==> src/rtl/tdc_pkg.sv <==
// tdc_pkg: shared FSM state type and accumulator width helper for tdc_meas_ctrl.
package tdc_pkg;
   typedef enum logic [2:0] {IDLE, ARM, WAIT, DONE, ERR} state_t;
   function automatic int acc_width(input int time_w, input int log2_avg);
      return time_w + log2_avg;
   endfunction
endpackage

==> src/rtl/tdc_meas_ctrl_accum.sv <==
// tdc_accum: burst sum register with optional running min/max.
// Min/max tracking is built only when TDC_MINMAX_EN is defined.
module tdc_accum
   import tdc_pkg::*;
#(
   parameter int TIME_W   = 12,
   parameter int LOG2_AVG = 3,
   localparam int ACC_W   = acc_width(TIME_W, LOG2_AVG)
) (
   input  logic              clk,
   input  logic              rst,
   input  logic              clr,
   input  logic              add,
   input  logic [TIME_W-1:0] sample,
`ifdef TDC_MINMAX_EN
   input  logic              first,
   output logic [TIME_W-1:0] min_nx,
   output logic [TIME_W-1:0] max_nx,
`endif
   output logic [ACC_W-1:0]  sum_nx
);
   logic [ACC_W-1:0] acc_q, acc_d;
   always_comb begin
      sum_nx = acc_q + ACC_W'(sample);
      acc_d  = clr ? '0 : add ? sum_nx : acc_q;
   end
   always_ff @(posedge clk or posedge rst)
      if (rst) acc_q <= '0;
      else     acc_q <= acc_d;
`ifdef TDC_MINMAX_EN
   logic [TIME_W-1:0] min_q, max_q, min_d, max_d;
   // the first sample of a burst seeds both extremes
   always_comb begin
      min_nx = (first || sample < min_q) ? sample : min_q;
      max_nx = (first || sample > max_q) ? sample : max_q;
      min_d  = clr ? '0 : add ? min_nx : min_q;
      max_d  = clr ? '0 : add ? max_nx : max_q;
   end
   always_ff @(posedge clk or posedge rst)
      if (rst) begin
         min_q <= '0;
         max_q <= '0;
      end else begin
         min_q <= min_d;
         max_q <= max_d;
      end
`endif
endmodule

==> src/rtl/tdc_meas_ctrl.sv <==
// tdc_meas_ctrl: arms the TDC, averages 2^LOG2_AVG results, hands the mean out via valid/ready.
// Define TDC_MINMAX_EN to add res_min/res_max burst extremes.
module tdc_meas_ctrl
   import tdc_pkg::*;
#(
   parameter int TIME_W   = 12,
   parameter int LOG2_AVG = 3,
   parameter int TIMEOUT  = 4095,
   parameter int TMR_W    = 12
) (
   input  logic                clk,
   input  logic                rst,
   input  logic                start,
   input  logic                abort,
   input  logic [TIME_W-1:0]   tdc_time,
   input  logic                tdc_wrena,
   output logic                tdc_en,
   output logic                tdc_clr,
   output logic [TIME_W-1:0]   res_time,
   output logic                res_valid,
   input  logic                res_ready,
   output logic                busy,
   output logic                err_timeout,
`ifdef TDC_MINMAX_EN
   output logic [TIME_W-1:0]   res_min,
   output logic [TIME_W-1:0]   res_max,
`endif
   output logic [LOG2_AVG-1:0] meas_cnt
);
   localparam int ACC_W = acc_width(TIME_W, LOG2_AVG);

   state_t              state_q, state_d;
   logic [TMR_W-1:0]    timer_q, timer_d;
   logic [LOG2_AVG-1:0] meas_cnt_q, meas_cnt_d;
   logic                err_q, err_d;
   logic [TIME_W-1:0]   res_time_q, res_time_d;
   logic                res_valid_q, res_valid_d;
   logic                acc_clr, acc_add, last;
   logic [ACC_W-1:0]    sum_nx;

`ifdef TDC_MINMAX_EN
   logic [TIME_W-1:0] min_nx, max_nx, res_min_q, res_min_d, res_max_q, res_max_d;
`endif

   tdc_accum #(.TIME_W(TIME_W), .LOG2_AVG(LOG2_AVG)) u_accum (
      .clk    (clk),
      .rst    (rst),
      .clr    (acc_clr),
      .add    (acc_add),
      .sample (tdc_time),
`ifdef TDC_MINMAX_EN
      .first  (meas_cnt_q == '0),
      .min_nx (min_nx),
      .max_nx (max_nx),
`endif
      .sum_nx (sum_nx)
   );

   assign last = meas_cnt_q == LOG2_AVG'((1 << LOG2_AVG) - 1);

   always_comb begin
      state_d     = state_q;
      timer_d     = timer_q;
      meas_cnt_d  = meas_cnt_q;
      err_d       = err_q;
      res_time_d  = res_time_q;
      res_valid_d = res_valid_q;
      acc_clr     = 1'b0;
      acc_add     = 1'b0;
`ifdef TDC_MINMAX_EN
      res_min_d   = res_min_q;
      res_max_d   = res_max_q;
`endif
      case (state_q)
         IDLE: begin
            acc_clr    = 1'b1;
            timer_d    = '0;
            meas_cnt_d = '0;
            if (start && !abort) begin
               state_d = ARM;
               err_d   = 1'b0;
            end
         end
         ARM: begin
            timer_d = '0;
            state_d = abort ? IDLE : WAIT;
         end
         WAIT: begin
            timer_d = timer_q + 1'b1;
            if (abort) begin
               state_d    = IDLE;
               timer_d    = '0;
               meas_cnt_d = '0;
            end else if (tdc_wrena) begin
               // a sample arriving on the timeout cycle still counts
               acc_add    = 1'b1;
               timer_d    = '0;
               meas_cnt_d = meas_cnt_q + 1'b1;
               if (last) begin
                  res_time_d  = TIME_W'(sum_nx >> LOG2_AVG);
                  res_valid_d = 1'b1;
                  state_d     = DONE;
`ifdef TDC_MINMAX_EN
                  res_min_d   = min_nx;
                  res_max_d   = max_nx;
`endif
               end
            end else if (timer_q == TMR_W'(TIMEOUT - 1)) begin
               err_d   = 1'b1;
               state_d = ERR;
            end
         end
         DONE: begin
            if (res_ready) begin
               res_valid_d = 1'b0;
               state_d     = IDLE;
            end
         end
         ERR: state_d = IDLE;
         default: state_d = IDLE;
      endcase
   end

   always_ff @(posedge clk or posedge rst)
      if (rst) begin
         state_q     <= IDLE;
         timer_q     <= '0;
         meas_cnt_q  <= '0;
         err_q       <= 1'b0;
         res_time_q  <= '0;
         res_valid_q <= 1'b0;
      end else begin
         state_q     <= state_d;
         timer_q     <= timer_d;
         meas_cnt_q  <= meas_cnt_d;
         err_q       <= err_d;
         res_time_q  <= res_time_d;
         res_valid_q <= res_valid_d;
      end

`ifdef TDC_MINMAX_EN
   always_ff @(posedge clk or posedge rst)
      if (rst) begin
         res_min_q <= '0;
         res_max_q <= '0;
      end else begin
         res_min_q <= res_min_d;
         res_max_q <= res_max_d;
      end
   assign res_min = res_min_q;
   assign res_max = res_max_q;
`endif

   assign tdc_en      = state_q == WAIT;
   assign tdc_clr     = state_q == ARM;
   assign busy        = state_q != IDLE;
   assign err_timeout = err_q;
   assign res_time    = res_time_q;
   assign res_valid   = res_valid_q;
   assign meas_cnt    = meas_cnt_q;
endmodule
==> config.mk <==
export PLATFORM = sky130hd
export DESIGN_NAME = tdc_meas_ctrl
export DESIGN_NICKNAME = d
export VERILOG_FILES = /design/src/rtl/tdc_pkg.sv /design/src/rtl/tdc_meas_ctrl_accum.sv /design/src/rtl/tdc_meas_ctrl.sv
export SDC_FILE = /design/constraint.sdc
export NUM_CORES = 1
export LEC_CHECK = 0
export CAP_MARGIN = 20
export CORE_MARGIN = 3
export CORE_UTILIZATION = 35
export DETAILED_ROUTE_END_ITERATION = 7
export GPL_TIMING_DRIVEN = 0
export SYNTH_ARGS = -nofsm -noshare
export SYNTH_HDL_FRONTEND = slang
export SYNTH_SLANG_ARGS = --single-unit
==> constraint.sdc <==
create_clock -name clk -period 2.8 [get_ports clk]
set_clock_uncertainty 0.2 [all_clocks]
set_input_delay 0.56 -clock clk [delete_from_list [all_inputs] [get_ports clk]]
set_output_delay 0.56 -clock clk [all_outputs]
set_load 0.005 [all_outputs]
==> Word level (Yosys, flattened, before mapping) <==
Cells that the tools add are included.
{ "word_totals": {"regBits": 47, "out_inout_bits": 20} }
{ "classes": {"addsub": 3, "eq_ne": 15, "mux": 30, "n_bitwise": 1, "reduce_logical": 14} }
{ "ops": {"columns": ["operator", "n"], "rows": [
  ["two-way mux 15 bit", 2],
  ["two-way mux 12 bit", 2],
  ["two-way mux 3 bit", 8],
  ["case mux 12 bit (2 select lines)", 1],
  ["adder 15 x 12 -> 15 bit", 1],
  ["adder 12 x 1 -> 12 bit, second input constant", 1],
  ["equality test 12 bit, second input constant", 1],
  ["two-way mux 1 bit", 12],
  ["case mux 3 bit (4 select lines)", 1],
  ["inequality test 2 bit, second input constant", 5],
  ["AND reduction 5 bit", 2],
  ["inequality test 4 x 3 -> 1 bit, second input constant", 2],
  ["AND reduction 4 bit", 2],
  ["nonzero test 2 bit", 4],
  ["equality test 3 x 2 -> 1 bit, second input constant", 2],
  ["case mux 3 bit (2 select lines)", 1],
  ["inequality test 2 x 1 -> 1 bit, second input constant", 2],
  ["case mux 1 bit (2 select lines)", 2],
  ["adder 3 x 1 -> 3 bit, second input constant", 1],
  ["equality test 3 x 1 -> 1 bit, second input constant", 1],
  ["equality test 3 bit, second input constant", 1],
  ["logical NOT 3 bit", 1],
  ["inequality test 3 bit, second input constant", 1],
  ["nonzero test 3 bit", 1],
  ["6 further kinds", 6]
]} }

==> Logic depth before layout (Yosys ltp) <==
Gate-level depths: netlist of run 1.
{ "depth": {"depth_word": 5, "depth_mapped": 9} }

==> Cells and area by module <==
Synthesis of run 1 repeated with hierarchy kept, for this count alone.
{ "unflattened": {"hier_cells": 305, "area_unflattened_um2": 2982.9} }
{ "modules_own_cells": {"columns": ["module", "instances", "cells_each", "area_each_um2", "seq_area_each_um2"], "rows": [
  ["tdc_meas_ctrl", 1, 150, 1585.3, 800.8],
  ["tdc_accum", 1, 155, 1397.6, 375.4]
]} }

==> Worst setup path after synthesis of run 1 <==
Ideal clock, no wire load.
{ "synth_path": {"kind": "input to register", "startpoint": "in tdc_time[0]", "endpoint": "reg res_time_q[7], in the netlist res_time[7]", "setup_ns": 0.128, "arrival_time_ns": 2.224, "setup_slack_ns": 0.248, "stages": 9, "path_buffers": 0, "cell_sequence": "ha_1 inv_1 fa_1 nand2b_1 a21oi_1 nor2_1 o311ai_1 xor2_1 mux2_1"} }
{ "synth_via": {"elab_chain_len": 1} }
{ "synth_lines": {"columns": ["element", "line_no", "text"], "rows": [
  ["start: declaration", "tdc_meas_ctrl.sv:15", "input logic [TIME_W-1:0] tdc_time,"],
  ["adder 15 x 12 -> 15 bit", "tdc_meas_ctrl_accum.sv:24", "sum_nx = acc_q + ACC_W'(sample);"],
  ["end signal: assignment", "tdc_meas_ctrl.sv:137", "res_time_q <= res_time_d;"],
  ["end: declaration", "tdc_meas_ctrl.sv:36", "logic [TIME_W-1:0] res_time_q, res_time_d;"]
]} }
No other way between the ends.
A chain may end at the register's enable or synchronous reset.

==> Worst setup path after layout of run 1 <==
Same ends and word-level chain as after synthesis.

==> metrics, run 1 <==
via/cell ratio=5.16; clock latency on the worst-skew pair=300 ps; CTS tree=built; syn nets=326; crit-path leading delay family=buffers and inverters; port bufs=37; crit path DAT=2710 ps; Netlist cell types=46; Critical path origin=tdc_time[0]; DP HPWL=4570 µm; ANT cells=0; clock transition at the registers of the reported paths=90 ps; CTS sink cnt=47; pre-CTS WS=-457 ps; Sum Neg Setup Slack=0 ps; Routability Congestion=0.881; cells after synthesis=291; Crit. End Element=flip-flop; drt wl/cell=14.1 µm; placed instance count=428; sequential area share after synthesis=0.440; initial antenna violation count=0; vias in the first global route=2212; number of cell rows=31; most frequent cells in the layout=dfrtp_1, nand2_1, clkdlybuf4s50_1; hold_buf cts=0; max-cap viol count=0; GRT overflow=0; HP Class=reg -> reg; Clock Tree Root=clkbuf_8; Core Util, Final=0.460; status=complete, no violations; final net count=371; fin cells=436; Mapped Area=0.00267 mm²; # DRC=0; first-pass iteration count of the detailed router=4; hold depth=2; crit-path max cell delay=480 ps; hold slack=281 ps; Worst Tran Pin Value=645 ps; Die Wd=93.4 µm; placed instance area=0.00319 mm²; worst-path cell chain=clkdlybuf4s50_1, ha_2, inv_1, fa_2, nand2b_4, a21oi_4, nor2_4, o311ai_4, xor2_1, mux2_4; asr flop ratio synth=1.00; endpoints failing hold=0; min-delay src=res_time[0]; io pins=38; DIE AREA=0.00872 mm²; area grow syn2layout=26.2%; fin. max-slew vios=0; Peak VDD IR=204 µV; Pwr Total=1.90 mW; area of the core=0.00733 mm²; CP max FO=3; via count=2251; Leakage=1.51 nW; fmax=367 MHz; first-pass GRT wire length=10400 µm; final setup vio count=0; Top FF cell, synth=dfrtp_1; Tmin final=2720 ps; RR Startpoint=u_accum.acc_q[0]; Tcrit/Tclk final=0.972; Crit path required time=2780 ps; clk buf depth=2; chip height=93.4 µm; Warnings, synthesis=0; Initial Util=0.365; crit path kind=in -> reg; CP bufs+invs=2; Stages on worst setup path=10; Worst Reg2Reg Path Length in Cells=9; Slowest cell on crit path=clkdlybuf4s50_1; fin area=0.00337 mm²; DRT Wirelength=6150 µm; most common library cell in the layout ignoring fill and taps=dfrtp_1; Power Dens Cells=564 mW/mm²; layout cells sized above 1=0.101; CTS H-tree lvls=2; Max transition margin=0.567; post-route setup slack=77.9 ps; Syn Area/Cell=9.18 µm²; CTS Buf Count=5; Post-synth EDFFs=0; total track usage=0.149; largest net degree at the start of global routing=37; Yosys reg bits=47; Initial DRC Count=111; Routed Antenna Nets=0; Worst setup SP type=input pin
layout make-up:
| type | count | area, µm² |
|---|---|---|
| Fill cell | 685 | 3960 |
| Multi-Input combinational cell | 221 | 1470 |
| Sequential cell | 47 | 1180 |
| Timing Repair Buffer | 39 | 398 |
| Tap cell | 99 | 124 |
| Clock buffer | 6 | 82.6 |
| Buffer | 10 | 45.0 |
| Inverter | 12 | 45.0 |
| Clock inverter | 2 | 35.0 |
routing by layer:
| metal | up-vias | global-route usage | routed length [µm] |
|---|---|---|---|
| met4 | 0 | 0.0403 | 72 |
| met1 | 1077 | 0.212 | 3150 |
| met2 | 39 | 0.228 | 2730 |
| li1 | 1127 | - | - |
| met3 | 8 | 0.0330 | 196 |
| met5 | - | 0 | 0 |
worst reg2reg max path: stages, from the launching register on:
cell      delay [ps]
dfrtp_1          360
ha_2             170
inv_1             50
fa_2             360
nand2b_4         160
a21oi_4          170
nor2_4            70
o311ai_4         270
xor2_1           130
mux2_4           280
cell usage after synthesis, types with 2 or more instances:
cell      count  share of area
buf_2         6          0.011
nand3_1      16          0.030
o31ai_1       2         0.0056
and3_1        2         0.0047
o211ai_1      2         0.0056
xor2_1       10          0.033
nand2_1      38          0.053
o21ai_1      10          0.019
nand4_1       5          0.012
nand2b_1      3         0.0070
ha_1         16          0.075
xnor2_1       7          0.023
mux2_1        3          0.013
a21oi_1      17          0.032
clkbuf_1      5         0.0070
a31oi_1       2         0.0047
a22o_1        6          0.020
or3_1         3         0.0070
dfrtp_1      47           0.44
inv_1        12          0.017
nor3_1        3         0.0056
nor2_1       21          0.029
a21o_1        5          0.014
o21ai_0      28          0.052
final timing paths:
path / slack [ps] / endpoint
worst max-delay path: 80 / res_time[7]
worst min-delay path: 280 / res_time[0]
worst max register to register: 460 / res_time[7]
worst min register to register: 280 / res_time[0]
max in group asynchronous: 1600 / u_accum.acc_q[2]
min in group asynchronous: 320 / res_time[3]
power by group:
| group | switching (mW) | internal [mW] |
|---|---|---|
| sequential | 0.0418 | 0.724 |
| combinational | 0.371 | 0.246 |
| clock | 0.229 | 0.289 |
kinds of logic after synthesis:
| logic type | share of synthesized area |
|---|---|
| xor+xnor | 0.0557 |
| mux | 0.0169 |
| flops | 0.440 |
| compound gates | 0.199 |
| fa+ha+maj | 0.0824 |
| simple gates | 0.171 |
| buf+inv | 0.0351 |
registers in the layout, indices dropped and copies added, names as in the netlist:
register	count
res_time	12
u_accum.acc_q	15
timer_q	12
state_q	3
meas_cnt	3
err_timeout	1
res_valid	1
repair_timing:
item	in CTS	in global routing
resized for setup	4	9
pin swaps	3	5
buffers inserted	0	1
endpoints found under the setup margin	3	5
Note: power is estimated with default switching activity, not from simulation.
==> run 2: changes to the inputs <==
--- a/config.mk
+++ b/config.mk
@@ -6,10 +6,13 @@
 export NUM_CORES = 1
 export LEC_CHECK = 0
 export CAP_MARGIN = 20
+export CELL_PAD_IN_SITES_DETAIL_PLACEMENT = 1
+export CELL_PAD_IN_SITES_GLOBAL_PLACEMENT = 2
 export CORE_MARGIN = 3
-export CORE_UTILIZATION = 35
+export CORE_UTILIZATION = 25
 export DETAILED_ROUTE_END_ITERATION = 7
 export GPL_TIMING_DRIVEN = 0
+export PLACE_DENSITY_LB_ADDON = 0.1
 export SYNTH_ARGS = -nofsm -noshare
 export SYNTH_HDL_FRONTEND = slang
 export SYNTH_SLANG_ARGS = --single-unit
==> run 2 against run 1 <==
Against the previous run: fmax up 1.6%; clock-buffer cell count unchanged; largest cell class unchanged; final cell count up 8.3%; critical path type unchanged.
==> metrics, run 2 (same netlist as run 1, synthesis figures left out) <==
status=complete, no violations (unchanged); placed instance area=0.00323 mm² (was 0.00319 mm²); Worst setup SP type=input pin (unchanged); Peak VDD IR=239 µV (was 204 µV); Routed Antenna Nets=0 (unchanged); CP max FO=3 (unchanged); Post-CTS Setup Bufs=0 (unchanged); Sum Neg Setup Slack=0 ps (unchanged); final setup vio count=0 (unchanged); final net count=370 (was 371); first-pass iteration count of the detailed router=4 (unchanged); total track usage=0.130 (was 0.149); Die Wd=109 µm (was 93.4 µm); Max transition margin=0.549 (was 0.567); Tcrit/Tclk final=0.957 (was 0.972); Clock Tree Root=clkbuf_8 (unchanged); endpoints failing hold=0 (unchanged); # DRC=0 (unchanged); fmax=373 MHz (was 367 MHz); Routability Congestion=0.777 (was 0.881); Worst Tran Pin Value=671 ps (was 645 ps); HP Class=in -> async (was reg -> reg); CTS H-tree lvls=2 (unchanged); pre-CTS WS=-515 ps (was -457 ps); crit-path max cell delay=460 ps (was 480 ps); fin area=0.00339 mm² (was 0.00337 mm²); area of the core=0.0104 mm² (was 0.00733 mm²); crit path DAT=2670 ps (was 2710 ps); ANT cells=0 (unchanged); Biggest register=u_accum.acc_q (unchanged); initial antenna violation count=0 (unchanged); most common library cell in the layout ignoring fill and taps=dfrtp_1 (unchanged); port bufs=37 (unchanged); Reg power frac=0.396 (was 0.403); Power Dens Cells=571 mW/mm² (was 564 mW/mm²); sw power=681 µW (was 642 µW); GRT overflow=0 (unchanged); Initial Util=0.258 (was 0.365); multi-input logic area=0.00145 mm² (was 0.00147 mm²); vias in the first global route=2363 (was 2212); CTS Buf Count=5 (unchanged); internal power=1.26 mW (about the same); chip height=109 µm (was 93.4 µm); combinational fraction of design power=0.325 (about the same); clock latency on the worst-skew pair=310 ps (was 300 ps); number of cell rows=37 (was 31); max-cap viol count=0 (unchanged); DP HPWL=5530 µm (was 4570 µm); FF/Latch Area=0.00118 mm² (unchanged); hold_buf cts=0 (unchanged); CTS tree=built (unchanged); Fillers=1215 (was 685); clock transition at the registers of the reported paths=100 ps (was 90 ps); Leakage=1.48 nW (was 1.51 nW); worst-path cell chain=clkdlybuf4s50_1, ha_1, inv_1, fa_2, nand2b_4, a21oi_4, nor2_2, o311ai_2, xor2_1, mux2_1 (was clkdlybuf4s50_1, ha_2, inv_1, fa_2, nand2b_4, a21oi_4, nor2_4, o311ai_4, xor2_1, mux2_4); via count=2266 (was 2251); Slowest cell on crit path=clkdlybuf4s50_1 (unchanged); area grow syn2layout=27.0% (was 26.2%); fin. max-slew vios=0 (unchanged); io pins=38 (unchanged); Crit. End Element=flip-flop (unchanged); post-route setup slack=120 ps (was 77.9 ps); RSZ-0062 raised after global routing=false; layout cells sized above 1=0.0952 (was 0.101); number of flip-flops in the largest register=15 (unchanged); clk buf depth=2 (unchanged); Switching Fraction=0.352 (was 0.338); most frequent cells in the layout=dfrtp_1, nand2_1, clkdlybuf4s50_1 (unchanged); CTS sink cnt=47 (unchanged); Initial DRC Count=100 (was 111); drt wl/cell=15.6 µm (was 14.1 µm); DIE AREA=0.0120 mm² (was 0.00872 mm²); hold slack=287 ps (was 281 ps); Crit path required time=2790 ps (was 2780 ps); DRT Wirelength=7340 µm (was 6150 µm); via/cell ratio=4.80 (was 5.16); Tmin final=2680 ps (was 2720 ps); largest net degree at the start of global routing=39 (was 37); crit path kind=in -> reg (unchanged); first-pass GRT wire length=12100 µm (was 10400 µm); Clock Power Share=0.279 (was 0.273)
==> run 2: changes by cell type in the layout (fill, tap and decap cells not counted), sizes merged <==
cell | before | now
buf | 8 | 7
==> run 2: timing repair <==
item / CTS / global route
gates resized for setup: 2 / 8
pin swaps: 0 / 3
endpoints found under the setup margin: 6 / 7
gates cloned: 0 / 0
endpoints found under the hold margin: 0 / 0
==> run 2: layout make-up <==
type	count	share of cell area
Clock inverter	2	0.0103
Tap cell	136	0.0501
Buffer	10	0.0133
Sequential cell	47	0.347
Timing Repair Buffer	38	0.115
Inverter	12	0.0133
Multi-Input combinational cell	221	0.427
Clock buffer	6	0.0243
==> run 2: path summary, 6_finish.rpt <==
check,startpoint,to,slack (ps),cells after the start
min in group clk,res_time[6],res_time[6],290,2
hold reg to reg,res_time[6],res_time[6],290,2
setup reg to reg,u_accum.acc_q[0],res_time[7],470,9
hold / removal,rst,err_timeout,290,2
max in group asynchronous,rst,meas_cnt[0],1620,3
setup / recovery,tdc_time[0],res_time[7],120,10
==> run 2: worst max-delay path: cells and delay by family <==
kind                       cells  cell delay, ps
AOI/OAI and AO/OA              2             430
xor gates and xnor gates       1             120
buffers and inverters          2             520
and+or+nand+nor                2             250
muxes                          1             290
adders and majority gates      2             510
==> run 2: layer usage <==
layer | share of wire | GRT usage | up-vias
li1 | - | - | 1126
met3 | 0.030 | 0.0241 | 6
met4 | 0.011 | 0.0347 | 0
met5 | 0 | 0 | -
met2 | 0.48 | 0.223 | 24
met1 | 0.48 | 0.168 | 1110
==> run 2: per-stage QoR <==
| step | cells | utilization | total power, mW |
|---|---|---|---|
| CTS | 472 | 0.324 | 1.96 |
| global route | 472 | 0.327 | 2.08 |
| finish | 472 | 0.327 | 1.94 |
| global placement | 464 | 0.310 | 1.40 |
| detailed placement | 465 | 0.312 | 1.41 |
| floorplan | 291 | - | 1.17 |
==> run 2: power by group through the flow <==
stage | logic (mW) | registers, mW | clock network [mW]
6_report | 0.630 | 0.766 | 0.541
4_1_cts | 0.630 | 0.767 | 0.560
3_3_place_gp | 0.636 | 0.766 | 0
3_5_place_dp | 0.640 | 0.766 | 0
2_1_floorplan | 0.411 | 0.759 | 0
5_1_grt | 0.711 | 0.775 | 0.596
==> run 3: changes to the inputs <==
--- a/config.mk
+++ b/config.mk
@@ -9,7 +9,7 @@
 export CELL_PAD_IN_SITES_DETAIL_PLACEMENT = 1
 export CELL_PAD_IN_SITES_GLOBAL_PLACEMENT = 2
 export CORE_MARGIN = 3
-export CORE_UTILIZATION = 25
+export CORE_UTILIZATION = 31
 export DETAILED_ROUTE_END_ITERATION = 7
 export GPL_TIMING_DRIVEN = 0
 export PLACE_DENSITY_LB_ADDON = 0.1
==> run 3 against run 2 <==
Against the previous run: clock power shrank 1%; total power down 0.96%; largest cell class unchanged; combinational power shrank 2%.
==> metrics, run 3 (same netlist as run 1, synthesis figures left out) <==
status=complete, no violations (unchanged); Leakage=1.48 nW (about the same); clock latency on the worst-skew pair=300 ps (was 310 ps); area grow syn2layout=25.2% (was 27.0%); most frequent cells in the layout=dfrtp_1, nand2_1, clkdlybuf4s50_1 (unchanged); HP Class=reg -> reg (was in -> async); Peak VDD IR=220 µV (was 239 µV); via/cell ratio=5.19 (was 4.80); chip height=98.9 µm (was 109 µm); largest net degree at the start of global routing=38 (was 39); hold depth=2; Pwr Total=1.92 mW (was 1.94 mW); number of flip-flops in the largest register=15 (unchanged); vias in the first global route=2483 (was 2363); Power Dens Cells=573 mW/mm² (was 571 mW/mm²); # DRC=0 (unchanged); GRT overflow=0 (unchanged); DP HPWL=5410 µm (was 5530 µm); Initial Util=0.322 (was 0.258); Clock Tree Root=clkbuf_8 (unchanged); via count=2289 (was 2266); fmax=370 MHz (was 373 MHz); Worst Tran Pin Value=660 ps (was 671 ps); drt wl/cell=16.1 µm (was 15.6 µm); FF/Latch Area=0.00118 mm² (unchanged); DIE AREA=0.00977 mm² (was 0.0120 mm²); RSZ-0062 raised after global routing=true (was false); port bufs=37 (unchanged); Fillers=962 (was 1215); clock transition at the registers of the reported paths=90 ps (was 100 ps); endpoints failing hold=0 (unchanged); io pins=38 (unchanged); Initial DRC Count=46 (was 100); Post-CTS Setup Bufs=0 (unchanged); DRT Wirelength=7120 µm (was 7340 µm); final net count=370 (unchanged); max-cap viol count=0 (unchanged); Tmin final=2700 ps (was 2680 ps); ANT cells=0 (unchanged); Routed Antenna Nets=0 (unchanged); Slowest cell on crit path=clkdlybuf4s50_1 (unchanged); hold_buf cts=0 (unchanged); Worst setup SP type=input pin (unchanged); Routability Congestion=0.812 (was 0.777); first-pass iteration count of the detailed router=4 (unchanged); Crit. End Element=flip-flop (unchanged); worst-path cell chain=clkdlybuf4s50_1, ha_1, inv_1, fa_2, nand2b_4, a21oi_4, o2111ai_1, and2_4, or3_1, o21ai_1 (was clkdlybuf4s50_1, ha_1, inv_1, fa_2, nand2b_4, a21oi_4, nor2_2, o311ai_2, xor2_1, mux2_1); area of the core=0.00830 mm² (was 0.0104 mm²); CTS Buf Count=5 (unchanged); Biggest register=u_accum.acc_q (unchanged); crit path kind=in -> reg (unchanged); CTS H-tree lvls=2 (unchanged); fin. max-slew vios=0 (unchanged); first-pass GRT wire length=12300 µm (was 12100 µm); Max transition margin=0.556 (was 0.549); Worst Reg2Reg Path Length in Cells=9 (unchanged); hold slack=287 ps (about the same); most common library cell in the layout ignoring fill and taps=dfrtp_1 (unchanged); crit-path max cell delay=460 ps (about the same); Tcrit/Tclk final=0.965 (was 0.957); crit path DAT=2730 ps (was 2670 ps); total track usage=0.155 (was 0.130); initial antenna violation count=0 (unchanged); Die Wd=98.9 µm (was 109 µm); multi-input logic area=0.00144 mm² (was 0.00145 mm²); number of cell rows=33 (was 37); clk buf depth=2 (unchanged); CTS sink cnt=47 (unchanged); layout cells sized above 1=0.0893 (was 0.0952); final setup vio count=0 (unchanged); CP max FO=3 (unchanged); Crit path required time=2830 ps (was 2790 ps); CTS tree=built (unchanged)
==> run 3: cell count changes in the layout (fill, tap and decap cells not counted) <==
cell and change:
nand2_1 +1, nand2_2 -1, o2111ai_1 +1, o2111ai_2 -1
==> run 3: per-layer routing <==
metal / vias to the layer above / track usage / wire length (µm)
li1: 1122 / - / -
met1: 1134 / 0.198 / 3320
met2: 26 / 0.278 / 3600
met3: 7 / 0.0212 / 140
met4: 0 / 0.0347 / 65
met5: - / 0 / 0
==> run 3: repair_timing <==
action,CTS,global route
gates cloned,0,0
hold endpoints to repair,0,0
pin swaps,3,0
setup endpoints to repair,5,5
gates resized for setup,4,4
==> run 3: final cells by class <==
class / count / share of cell area
Clock inverter: 2 / 0.0105
Clock buffer: 6 / 0.0247
Timing Repair Buffer: 38 / 0.117
Multi-Input combinational cell: 221 / 0.430
Tap cell: 105 / 0.0393
Sequential cell: 47 / 0.352
Buffer: 10 / 0.0135
Inverter: 12 / 0.0135
==> run 3: final timing paths <==
| check | startpoint | to | slack, ps |
|---|---|---|---|
| max | tdc_time[0] | u_accum.acc_q[12] | 100 |
| min | res_time[5] | res_time[5] | 290 |
| max reg2reg | u_accum.acc_q[0] | u_accum.acc_q[12] | 460 |
| min reg2reg | res_time[5] | res_time[5] | 290 |
| max in group asynchronous | rst | res_time[5] | 1600 |
| min in group asynchronous | rst | res_time[9] | 310 |
==> run 3: power by group <==
part           internal (mW)  total [mW]  switching [mW]
Clock                  0.290       0.534           0.244
Sequential             0.724       0.767          0.0430
Combinational          0.242       0.618           0.376
==> run 3: metrics by stage <==
stage                      util  setup TNS [ps]  cells  setup slack, ps  cell area [µm²]
final                     0.403               0    441             98.9             3350
after global routing      0.403           -82.1    441            -50.3             3350
after CTS                 0.401               0    441             42.6             3330
after detailed placement  0.385           -2990    434             -492             3190
after global placement    0.382          -11780    433             -500             3170
after floorplan               -               0    291              248             2670
==> run 3: critical path: cells and delay by family <==
| kind | cells | cell delay, ps |
|---|---|---|
| adder cells (fa/ha/maj) | 2 | 510 |
| buffers and inverters | 2 | 520 |
| AO/OA/AOI/OAI | 3 | 440 |
| AND/OR/NAND/NOR | 3 | 710 |
